File: config.mk
export PLATFORM = sky130hd
export DESIGN_NAME = branch_pred_unit
export DESIGN_NICKNAME = d
export VERILOG_FILES = /design/src/rtl/branch_pred_unit.sv
export SDC_FILE = /design/constraint.sdc
export NUM_CORES = 1
export LEC_CHECK = 0
export CORE_MARGIN = 2
export CORE_UTILIZATION = 55
export DETAILED_ROUTE_END_ITERATION = 16
export PLACE_DENSITY = 0.81
export SYNTH_ARGS = -nofsm -noshare
export SYNTH_HDL_FRONTEND = slang
export SYNTH_SLANG_ARGS = --single-unit
File: constraint.sdc
create_clock -name clock -period 6.3 [get_ports clock]
set_input_delay 0.63 -clock clock [delete_from_list [all_inputs] [get_ports clock]]
set_output_delay 0.63 -clock clock [all_outputs]
set_load 0.03 [all_outputs]
File: src/rtl/branch_pred_unit.sv
// Next-PC predictor for the y86 fetch stage: 2-bit direction table for jXX plus a
// return address stack with a committed checkpoint that a flush restores.
module branch_pred_unit #(
  parameter int unsigned ADDR_W    = 64,
  parameter int unsigned IDX_W     = 4,
  parameter int unsigned RAS_DEPTH = 8,
  parameter int unsigned MODE      = 1,
  parameter int unsigned CNT_W     = 32
) (
  input  logic              clock,
  input  logic              reset_n,
  input  logic              f_valid,
  input  logic [ADDR_W-1:0] f_pc,
  input  logic [3:0]        f_icode,
  input  logic [3:0]        f_ifun,
  input  logic [ADDR_W-1:0] f_valC,
  input  logic [ADDR_W-1:0] f_valP,
  output logic [ADDR_W-1:0] pred_pc,
  output logic              pred_taken,
  output logic [1:0]        pred_src,
  input  logic              e_valid,
  input  logic [ADDR_W-1:0] e_pc,
  input  logic              e_taken,
  input  logic              e_pred_taken,
  input  logic              w_valid,
  input  logic [3:0]        w_icode,
  input  logic              flush,
  output logic [CNT_W-1:0]  lookup_cnt,
  output logic [CNT_W-1:0]  miss_cnt
);

  localparam int unsigned TblSize = 2 ** IDX_W;
  localparam int unsigned PtrW    = $clog2(RAS_DEPTH);
  localparam int unsigned RasCntW = PtrW + 1;
  localparam logic [RasCntW-1:0] RasFull = RasCntW'(RAS_DEPTH);
  localparam logic [RasCntW-1:0] RasOne  = RasCntW'(1);
  localparam logic [PtrW-1:0]    PtrOne  = PtrW'(1);
  localparam logic [3:0] IJxx  = 4'h7;
  localparam logic [3:0] ICall = 4'h8;
  localparam logic [3:0] IRet  = 4'h9;

  logic [1:0]        tbl_q [TblSize];
  logic [1:0]        tbl_d [TblSize];
  logic [ADDR_W-1:0] ras_q [RAS_DEPTH];
  logic [ADDR_W-1:0] ras_d [RAS_DEPTH];
  logic [PtrW-1:0]    sp_q, sp_d, cp_q, cp_d;
  logic [RasCntW-1:0] sc_q, sc_d, cc_q, cc_d;
  logic [CNT_W-1:0]   lookup_q, lookup_d, miss_q, miss_d;

  logic              is_jxx, is_call, is_ret, is_cond, cond_taken;
  logic [IDX_W-1:0]  f_idx, e_idx;
  logic [ADDR_W-1:0] ras_top;

  // Only the low PC bits index the table.
  logic unused_pc_bits;
  assign unused_pc_bits = ^{f_pc[ADDR_W-1:IDX_W], e_pc[ADDR_W-1:IDX_W]};

  assign is_jxx     = (f_icode == IJxx);
  assign is_call    = (f_icode == ICall);
  assign is_ret     = (f_icode == IRet);
  assign is_cond    = is_jxx && (f_ifun != 4'h0);
  assign f_idx      = f_pc[IDX_W-1:0];
  assign e_idx      = e_pc[IDX_W-1:0];
  assign cond_taken = (MODE == 0) ? 1'b1 : tbl_q[f_idx][1];
  assign ras_top    = ras_q[sp_q - PtrOne];

  always_comb begin
    pred_pc    = f_valP;
    pred_taken = 1'b0;
    pred_src   = 2'd0;
    if (is_jxx) begin
      pred_taken = is_cond ? cond_taken : 1'b1;
      if (pred_taken) begin
        pred_pc  = f_valC;
        pred_src = 2'd1;
      end
    end else if (is_call) begin
      pred_pc  = f_valC;
      pred_src = 2'd1;
    end else if (is_ret) begin
      if (sc_q != '0) begin
        pred_pc  = ras_top;
        pred_src = 2'd2;
      end else begin
        pred_src = 2'd3;
      end
    end
  end

  always_comb begin
    tbl_d = tbl_q;
    if ((MODE != 0) && e_valid) begin
      if (e_taken && (tbl_q[e_idx] != 2'b11)) begin
        tbl_d[e_idx] = tbl_q[e_idx] + 2'b01;
      end else if (!e_taken && (tbl_q[e_idx] != 2'b00)) begin
        tbl_d[e_idx] = tbl_q[e_idx] - 2'b01;
      end
    end
  end

  always_comb begin
    cp_d = cp_q;
    cc_d = cc_q;
    if (w_valid && (w_icode == ICall)) begin
      cp_d = cp_q + PtrOne;
      if (cc_q != RasFull) cc_d = cc_q + RasOne;
    end else if (w_valid && (w_icode == IRet) && (cc_q != '0)) begin
      cp_d = cp_q - PtrOne;
      cc_d = cc_q - RasOne;
    end
  end

  // Flush rewinds to the checkpoint as it stands after this cycle's commit.
  always_comb begin
    ras_d = ras_q;
    sp_d  = sp_q;
    sc_d  = sc_q;
    if (flush) begin
      sp_d = cp_d;
      sc_d = cc_d;
    end else if (f_valid && is_call) begin
      ras_d[sp_q] = f_valP;
      sp_d        = sp_q + PtrOne;
      if (sc_q != RasFull) sc_d = sc_q + RasOne;
    end else if (f_valid && is_ret && (sc_q != '0)) begin
      sp_d = sp_q - PtrOne;
      sc_d = sc_q - RasOne;
    end
  end

  always_comb begin
    lookup_d = lookup_q;
    miss_d   = miss_q;
    if (f_valid && !flush && is_cond && !(&lookup_q)) lookup_d = lookup_q + 1'b1;
    if (e_valid && (e_taken != e_pred_taken) && !(&miss_q)) miss_d = miss_q + 1'b1;
  end

  always_ff @(posedge clock or negedge reset_n) begin
    if (!reset_n) begin
      for (int i = 0; i < TblSize; i++) tbl_q[i] <= 2'b10;
      for (int i = 0; i < RAS_DEPTH; i++) ras_q[i] <= '0;
      sp_q     <= '0;
      sc_q     <= '0;
      cp_q     <= '0;
      cc_q     <= '0;
      lookup_q <= '0;
      miss_q   <= '0;
    end else begin
      tbl_q    <= tbl_d;
      ras_q    <= ras_d;
      sp_q     <= sp_d;
      sc_q     <= sc_d;
      cp_q     <= cp_d;
      cc_q     <= cc_d;
      lookup_q <= lookup_d;
      miss_q   <= miss_d;
    end
  end

  assign lookup_cnt = lookup_q;
  assign miss_cnt   = miss_q;

endmodule

======== Word level (Yosys, flattened, before mapping) ========
Index checks and enable logic that the tools add are counted.
Widths: inputs -> output; s select.
operators by class
  add/sub/neg operators ................... 12
  reductions and logical operators ........ 31
  multiplexer cells ....................... 42
  bitwise logic cells ..................... 5
  eq/ne operators ......................... 10
  $lt $le $gt $ge ......................... 6
operators with widths
  operator               number
  $bwmux 512             1
  $mux 64                8
  $bmux 64 s3            1
  $demux 64 s3           1
  $add 32x1->32 const B  2
  $bwmux 32              2
  $mux 32                2
  $reduce_and 32->1      2
  $mux 4                 7
  $bmux 2 s4             2
  $eq 4x4->1 const B     4
  $logic_and 1x1->1      16
  $mux 2                 8
  $mux 3                 5
  $reduce_bool 4->1      3
  $ge 5x5->1 const B     2
  $not 4->5              2
  $add 4x1->4 const B    2
  $demux 2 s4            1
  $ge 4x4->1 const B     2
  $ne 4x4->1 const B     2
  $not 3->4              2
  $sub 4x1->4 const B    2
  $add 3x1->3 const B    2
  15 further kinds       25
word-level totals
  output and inout bits ................... 131
  flip-flop bits (word level) ............. 622
  bits of input ports ..................... 276

======== Longest topological paths before layout ========
Gate-level depths: netlist of the first run.
  word-level depth ........................ 9
  mapped depth ............................ 13

======== Least setup slack after synthesis of the first run ========
OpenSTA, ideal clock, no wires.
  kind .................................... input -> register
  start ................................... in e_pc[0]
  end ..................................... reg with a tool-made name
  setup slack ............................. 2.721 ns
  arrival time ............................ 3.454 ns
  setup time .............................. 0.125 ns
  data required time ...................... 6.175 ns
  cell stages on the path ................. 13
  path through ............................ buf_2 -> mux4_2 -> mux2i_1 -> nand2_1 -> o21ai_1 -> clkbuf_1 -> inv_1 -> ha_1 -> nor2b_1 -> o21a_1 -> nor3b_1 -> and3_1 -> mux2_2
RTL lines
  what             line  RTL
  start, declared  22    input logic [ADDR_W-1:0] e_pc,

======== Final worst setup path of the first run ========
  start ................................... reg sp_q[0]
  end ..................................... out pred_pc[59]
on the way
  word-level cells in the longest chain between the ends .. 9
RTL lines
  what                                        line  RTL
  start, declared                             46    logic [PtrW-1:0] sp_q, sp_d, cp_q, cp_d;
  start signal, assigned                      151   sp_q <= sp_d;
  $sub 3x1->3                                 65    assign ras_top = ras_q[sp_q - PtrOne];
  $not 3->4 (not written as such)             65
  $bmux 64 s3                                 65
  $mux 64 (not written as such) (2 in a row)  65
  $mux 64                                     81    if (sc_q != '0) begin
  $mux 64                                     80    end else if (is_ret) begin
  $mux 64                                     77    end else if (is_call) begin
  $mux 64                                     71    if (is_jxx) begin
  end, declared                               18    output logic [ADDR_W-1:0] pred_pc,
No other way between the ends. The select of a mux whose other input is x is not followed.

==> impl_metrics.json, run 1 <==
{
  "cts_tree": "built",
  "slew_violations": 0,
  "fin_crit_ns": 5.30,
  "holdWs_ns": 0.157,
  "power_leakage_nw": 16.6,
  "vias": 20100,
  "worstSkewPairLatency_ns": 0.60,
  "start_kind": "register",
  "drt-total-wl_microns": 75300,
  "synth_area_leader_cell": "dfrtp_1",
  "overflow": 0,
  "drive_gt1_share_pct": 38.1,
  "synth_top_area_share_pct": 50.0,
  "synth-seq-cells": 622,
  "reg2reg_setup_slack_ns": 2.56,
  "cp.required_ns": 5.67,
  "ys.warnings.count": 0,
  "yosysUniqueCellTypes": 71,
  "cp.arrival_ns": 4.67,
  "max_freq_ghz": 0.189,
  "cap_violations": 0,
  "hold_viol_final": 0,
  "setup_viol": 0,
  "clockBufferDepth": 3,
  "path_clk_slew_ns": 0.06,
  "dieWidth_microns": 239,
  "cts_max_level": 3,
  "syn-num-nets": 2512,
  "clock_sinks": 622,
  "pin_count": 407,
  "power_mw": 12.5,
  "hold_class": "input port to asynchronous set/reset pin",
  "synth_area_sq_um": 30300,
  "postCtsSetupRepairBufs": 0,
  "num_rows": 86,
  "crit_fanout": 29,
  "wire_per_inst_microns": 23.8,
  "post_cts_resized": 0,
  "cts_root_buffer": "clkbuf_16",
  "syn_inst": 2224,
  "grt_pass1_wl_microns": 119000,
  "dieArea_sq_um": 57100,
  "dr.first_iter.drc_count": 1288,
  "layout_common_cells": "671 x mux2_2, 605 x dfrtp_1, 285 x clkdlybuf4s50_1",
  "final_antenna_net_count": 0,
  "ys.flop_type": "dfrtp_1",
  "grt_max_degree": 209,
  "period_share_pct": 84.2,
  "avgSynthCellArea_sq_um": 13.6,
  "met3_length_microns": 3460,
  "synth_edf_count": 0,
  "top_layer": "met5",
  "finClkSkew_ns": 0.0180,
  "run_status": "completed",
  "ir_worst_vdd_v": 0.000338,
  "area_growth_syn_to_layout_pct": 18.3,
  "drc_errors": 0,
  "critPathKind": "register to primary output",
  "async_flop_share_pct": 100,
  "die_h_microns": 239,
  "place_hpwl_microns": 45300,
  "wirelength_met1_microns": 32100,
  "rsz0062_at_grt": "no",
  "dr.pass1.iters": 7,
  "final_common_cell": "mux2_2",
  "ys_top_cells_by_area": "dfrtp_1 50%, mux2_2 25%, mux4_2 5.8%, a221o_1 2.2%, a32oi_1 1.8%",
  "nets": 2700,
  "core_region_area_sq_um": 54900,
  "viasPerCell": 6.33,
  "cts_buffers": 67,
  "finalSetupTns_ns": 0,
  "worst_slew_pin_slew_ns": 1.28,
  "globalplace.congestion": 0.844,
  "antenna_found_initial": 2,
  "routed-wl-met2_microns": 37500,
  "numPortBuffers": 286,
  "slew_headroom_pct": 14.4,
  "crit_path_end_kind": "primary output",
  "grt.total_usage_pct": 26.6,
  "start_util_pct": 55.3,
  "seq_area_frac_synth_pct": 51.4,
  "hold_buffers": 0,
  "powerDensity_nw_per_um2": 347,
  "grt_pass1_vias": 21400
}
==> where the power goes <==
part	internal [mW]	switching (mW)
sequential	4.63	0.415
clock	2.36	1.60
combinational	1.72	1.73
total	8.71	3.75
==> worst max-delay path: stages, from the launching register on <==
cell and delay, ns:
dfrtp_4 0.78, inv_1 0.18, ha_1 0.31, xor2_4 0.66
buf_4 0.51, mux4_2 0.38, a22oi_1 0.28, nand2_1 0.11
a221o_1 0.26, clkdlybuf4s50_1 0.59
==> final timing paths <==
| check | to | startpoint | cells after the start |
|---|---|---|---|
| min | asynchronous set/reset pin | reset_n | 1 |
| max in group asynchronous | ras_q[242] | reset_n | 2 |
| min in group clock | cp_q[2] | cp_q[2] | 1 |
| min reg2reg | cp_q[2] | cp_q[2] | 1 |
| max | pred_pc[59] | sp_q[0] | 9 |
| max reg2reg | ras_q[460] | sp_q[0] | 5 |
==> cell usage after synthesis (3+ instances only) <==
master,count
nor4_1,7
nor3b_1,3
nand3_1,28
or3_1,5
dfstp_2,16
a31oi_1,3
a32oi_1,64
a2111oi_1,4
a21oi_1,12
and4_1,8
mux4_2,78
buf_1,67
nand4b_1,4
nor2_1,33
nand4_1,21
a211oi_1,3
nand4bb_1,4
inv_1,24
xnor2_1,44
o211ai_1,5
o21ai_0,7
buf_6,6
mux2_1,5
nand2_1,99
ha_1,12
nand3b_1,6
nor3_1,22
mux2i_1,3
nand2b_1,6
and2_1,6
a22oi_1,64
nor3_2,3
xor2_1,28
clkbuf_1,84
and3_1,9
a221o_1,67
mux2_2,671
buf_2,49
dfrtp_1,606
==> sequential cells by signal, summed over array words and instances, names as in the netlist, named ones only <==
register and count:
cc_q 4, cp_q 3, lookup_cnt 32, miss_cnt 32, ras_q 512, sc_q 4, sp_q 3, tbl_q 16
==> per-layer routing <==
layer | track usage, % | vias to the layer above
li1 | - | 8728
met2 | 44.9 | 600
met4 | 9.41 | 2
met5 | 0 | -
met1 | 35.0 | 10600
met3 | 4.26 | 155
==> area by class of cell <==
cell class	count	area, sq um
inverters	25	93.8
well taps	704	881
diodes	1	2.50
flip-flops and latches	622	15600
clock inverters	19	203
repair buffers	327	3230
multi-input cells	1369	13900
clock buffers	103	2030
fillers	3817	19000
==> stage by stage <==
stage | setup slack [ns] | area, sq um | instances | utilization, %
floorplan | 2.72 | 30300 | 2224 | -
global placement | 1.30 | 33700 | 3047 | 61.3
detailed placement | 1.23 | 33700 | 3047 | 61.3
CTS | 0.919 | 35900 | 3169 | 65.4
global route | 0.775 | 35900 | 3170 | 65.4
finish | 0.997 | 35900 | 3170 | 65.4
==> cells by family (layout without fill, tap and decap cells) <==
family | after synthesis | in the layout | share of synthesized area, %
muxes | 757 | 757 | 31.0
DFF | 622 | 622 | 51.4
and+or+nand+nor | 279 | 279 | 4.92
AOI/OAI and AO/OA | 249 | 249 | 6.93
buffers and inverters | 233 | 474 | 3.25
xor gates and xnor gates | 72 | 72 | 2.08
adders and majority gates | 12 | 12 | 0.495
other | 0 | 1 | 0
(Power assumes the default switching activity.)
==> run 2, diff against run 1 <==
--- a/config.mk
+++ b/config.mk
@@ -6,9 +6,9 @@
 export NUM_CORES = 1
 export LEC_CHECK = 0
 export CORE_MARGIN = 2
-export CORE_UTILIZATION = 55
+export CORE_UTILIZATION = 50
 export DETAILED_ROUTE_END_ITERATION = 16
-export PLACE_DENSITY = 0.81
+export PLACE_DENSITY = 0.78
 export SYNTH_ARGS = -nofsm -noshare
 export SYNTH_HDL_FRONTEND = slang
 export SYNTH_SLANG_ARGS = --single-unit
==> constraint.sdc (replaced) <==
create_clock -name clock -period 4.6 [get_ports clock]
set_input_delay 0.46 -clock clock [delete_from_list [all_inputs] [get_ports clock]]
set_output_delay 0.46 -clock clock [all_outputs]
set_load 0.03 [all_outputs]
==> impl_metrics.json, run 2 (same netlist as run 1, synthesis figures left out) <==
{
  "final_util_pct": 60.4,
  "netSwitchingPower_mw": 5.22,
  "clock_sinks": 622,
  "cp.arrival_ns": 4.02,
  "final_common_cell": "mux2_2",
  "dieWidth_microns": 250,
  "drive_gt1_share_pct": 40.0,
  "overflow": 0,
  "crit_fanout": 46,
  "wire_per_inst_microns": 23.8,
  "path_clk_slew_ns": 0.05,
  "run_status": "completed",
  "grt.total_usage_pct": 24.9,
  "hold_viol_final": 0,
  "sw_frac_of_total_pct": 30.3,
  "fin_ws_ns": 0.123,
  "critPathKind": "register to primary output",
  "cap_violations": 0,
  "globalplace.congestion": 0.843,
  "grt_max_degree": 107,
  "worstSkewPairLatency_ns": 0.62,
  "holdPathStages": 1,
  "max_freq_ghz": 0.223,
  "clockBufferDepth": 3,
  "numPortBuffers": 286,
  "top_register": "ras_q",
  "fin_crit_ns": 4.48,
  "largest_reg_flops": 512,
  "crit_path_end_kind": "primary output",
  "slew_violations": 0,
  "die_h_microns": 250,
  "rr_worst_depth": 8,
  "finalSetupTns_ns": 0,
  "crit_family": "buffers and inverters",
  "period_share_pct": 97.3,
  "start_kind": "register",
  "rsz0062_at_grt": "no",
  "area_growth_syn_to_layout_pct": 19.7,
  "grt_pass1_wl_microns": 123000,
  "cts_buffers": 69,
  "reg2reg_setup_slack_ns": 1.52,
  "hold_end": "cp_q[2]",
  "viasPerCell": 6.18,
  "hp-start": "cp_q[2]",
  "cts_max_level": 3,
  "pin_count": 407,
  "slew_headroom_pct": 13.7,
  "core_region_area_sq_um": 60100,
  "drt-total-wl_microns": 77700,
  "power_frac_clock_pct": 31.8,
  "path_cells": "inv_1 -> ha_1 -> xor2_4 -> buf_12 -> mux4_2 -> a22oi_1 -> nand2_1 -> a221o_1 -> clkdlybuf4s50_1",
  "vias": 20100,
  "powerDensity_nw_per_um2": 474,
  "cp.required_ns": 4.14,
  "num_rows": 90,
  "ir_worst_vdd_v": 0.000364,
  "drc_errors": 0,
  "worst_slew_pin_slew_ns": 1.26,
  "place_hpwl_microns": 46700,
  "cts_tree": "built",
  "seq_power_share_pct": 39.8,
  "postCtsSetupRepairBufs": 0,
  "dr.pass1.iters": 5,
  "dr.first_iter.drc_count": 1592,
  "power_leakage_nw": 16.8,
  "p_comb_share_pct": 28.4,
  "slowest_delay_ns": 0.60,
  "cts_root_buffer": "clkbuf_16",
  "cp_slowest_cell": "clkdlybuf4s50_1",
  "grt_pass1_vias": 21600,
  "dpl_worst_slack_ns": 0.455,
  "crit_buf_inv": 3,
  "hold_class": "register to register",
  "layout_common_cells": "671 x mux2_2, 604 x dfrtp_1, 244 x clkdlybuf4s50_1",
  "reg2reg_from": "tbl_q[7]",
  "setup_viol": 0,
  "dieArea_sq_um": 62700,
  "final_antenna_net_count": 0,
  "nets": 2713,
  "p_int_mw": 12.0,
  "finClkSkew_ns": 0.0184,
  "antenna_found_initial": 7,
  "start_util_pct": 50.5
}
==> run 2: per-stage QoR <==
step                      total power, mW  hold WS (ns)  instance area [sq um]  instances
final                                17.2         0.467                  36300       3261
after global routing                 18.0         0.501                  36300       3261
after CTS                            17.4         0.472                  36300       3260
after detailed placement             11.8         0.461                  34000       3135
after global placement               11.6         0.462                  34000       3135
after floorplan                      10.2         0.164                  30300       2224
==> run 2: what timing repair did <==
action | 4_1_cts | 5_1_grt
pin swaps | 0 | 0
endpoints found under the setup margin | 2 | 4
hold endpoints to repair | 93 | 0
gates resized for setup | 1 | 2
hold buffers | 1 | 0
==> run 2: area by class of cell <==
type                    count  area, sq um
diodes                      1         2.50
clock buffers             108         2110
clock inverters            16          180
fillers                  4561        23800
inverters                  25         93.8
multi-input cells        1369        13900
flip-flops and latches    622        15600
well taps                 782          978
repair buffers            338         3490
==> run 2: worst max-delay path by stage <==
stage	from	to	slack (ns)	cells past startpoint
final	sp_q[1]	pred_pc[45]	0.12	9
after floorplan	e_pc[0]	register	1.19	13
after CTS	sc_q[1]	pred_pc[28]	0.09	7
after global placement	e_pc[0]	register	0.45	9
after global routing	sp_q[1]	pred_pc[45]	0.001	9
after detailed placement	e_pc[0]	register	0.45	9
==> run 2: metal layers <==
metal / part of all wire (%) / GRT usage [%] / vias to the layer above / routed length (microns)
li1: - / - / 8763 / -
met1: 42 / 32.6 / 10600 / 32600
met2: 49 / 41.5 / 609 / 38400
met3: 5.2 / 4.55 / 169 / 4010
met4: 3.3 / 9.03 / 10 / 2550
met5: 0.064 / 0 / - / 50
==> run 2: power by group through the flow <==
stage	sequential [mW]	clock, mW	combinational (mW)
detailed placement	6.93	0	4.91
finish	6.86	5.48	4.89
global placement	6.84	0	4.80
floorplan	6.79	0	3.43
global route	6.95	5.82	5.23
CTS	6.84	5.59	4.94
==> run 2: worst reg2reg max path, stage by stage, from the launching register on <==
cell     delay (ns)
dfstp_2        0.38
mux4_2         0.45
mux4_2         0.50
ha_1           0.21
nor2b_1        0.20
o21a_1         0.22
nor3b_1        0.38
and3_1         0.27
mux2_2         0.35
==> run 3, diff against run 2 <==
--- a/config.mk
+++ b/config.mk
@@ -7,6 +7,7 @@
 export LEC_CHECK = 0
 export CORE_MARGIN = 2
 export CORE_UTILIZATION = 50
+export CTS_CLUSTER_DIAMETER = 100
 export DETAILED_ROUTE_END_ITERATION = 16
 export PLACE_DENSITY = 0.78
 export SYNTH_ARGS = -nofsm -noshare
==> results of run 3 <==
No change in the layout: final DEF, timing and power equal those of run 2.
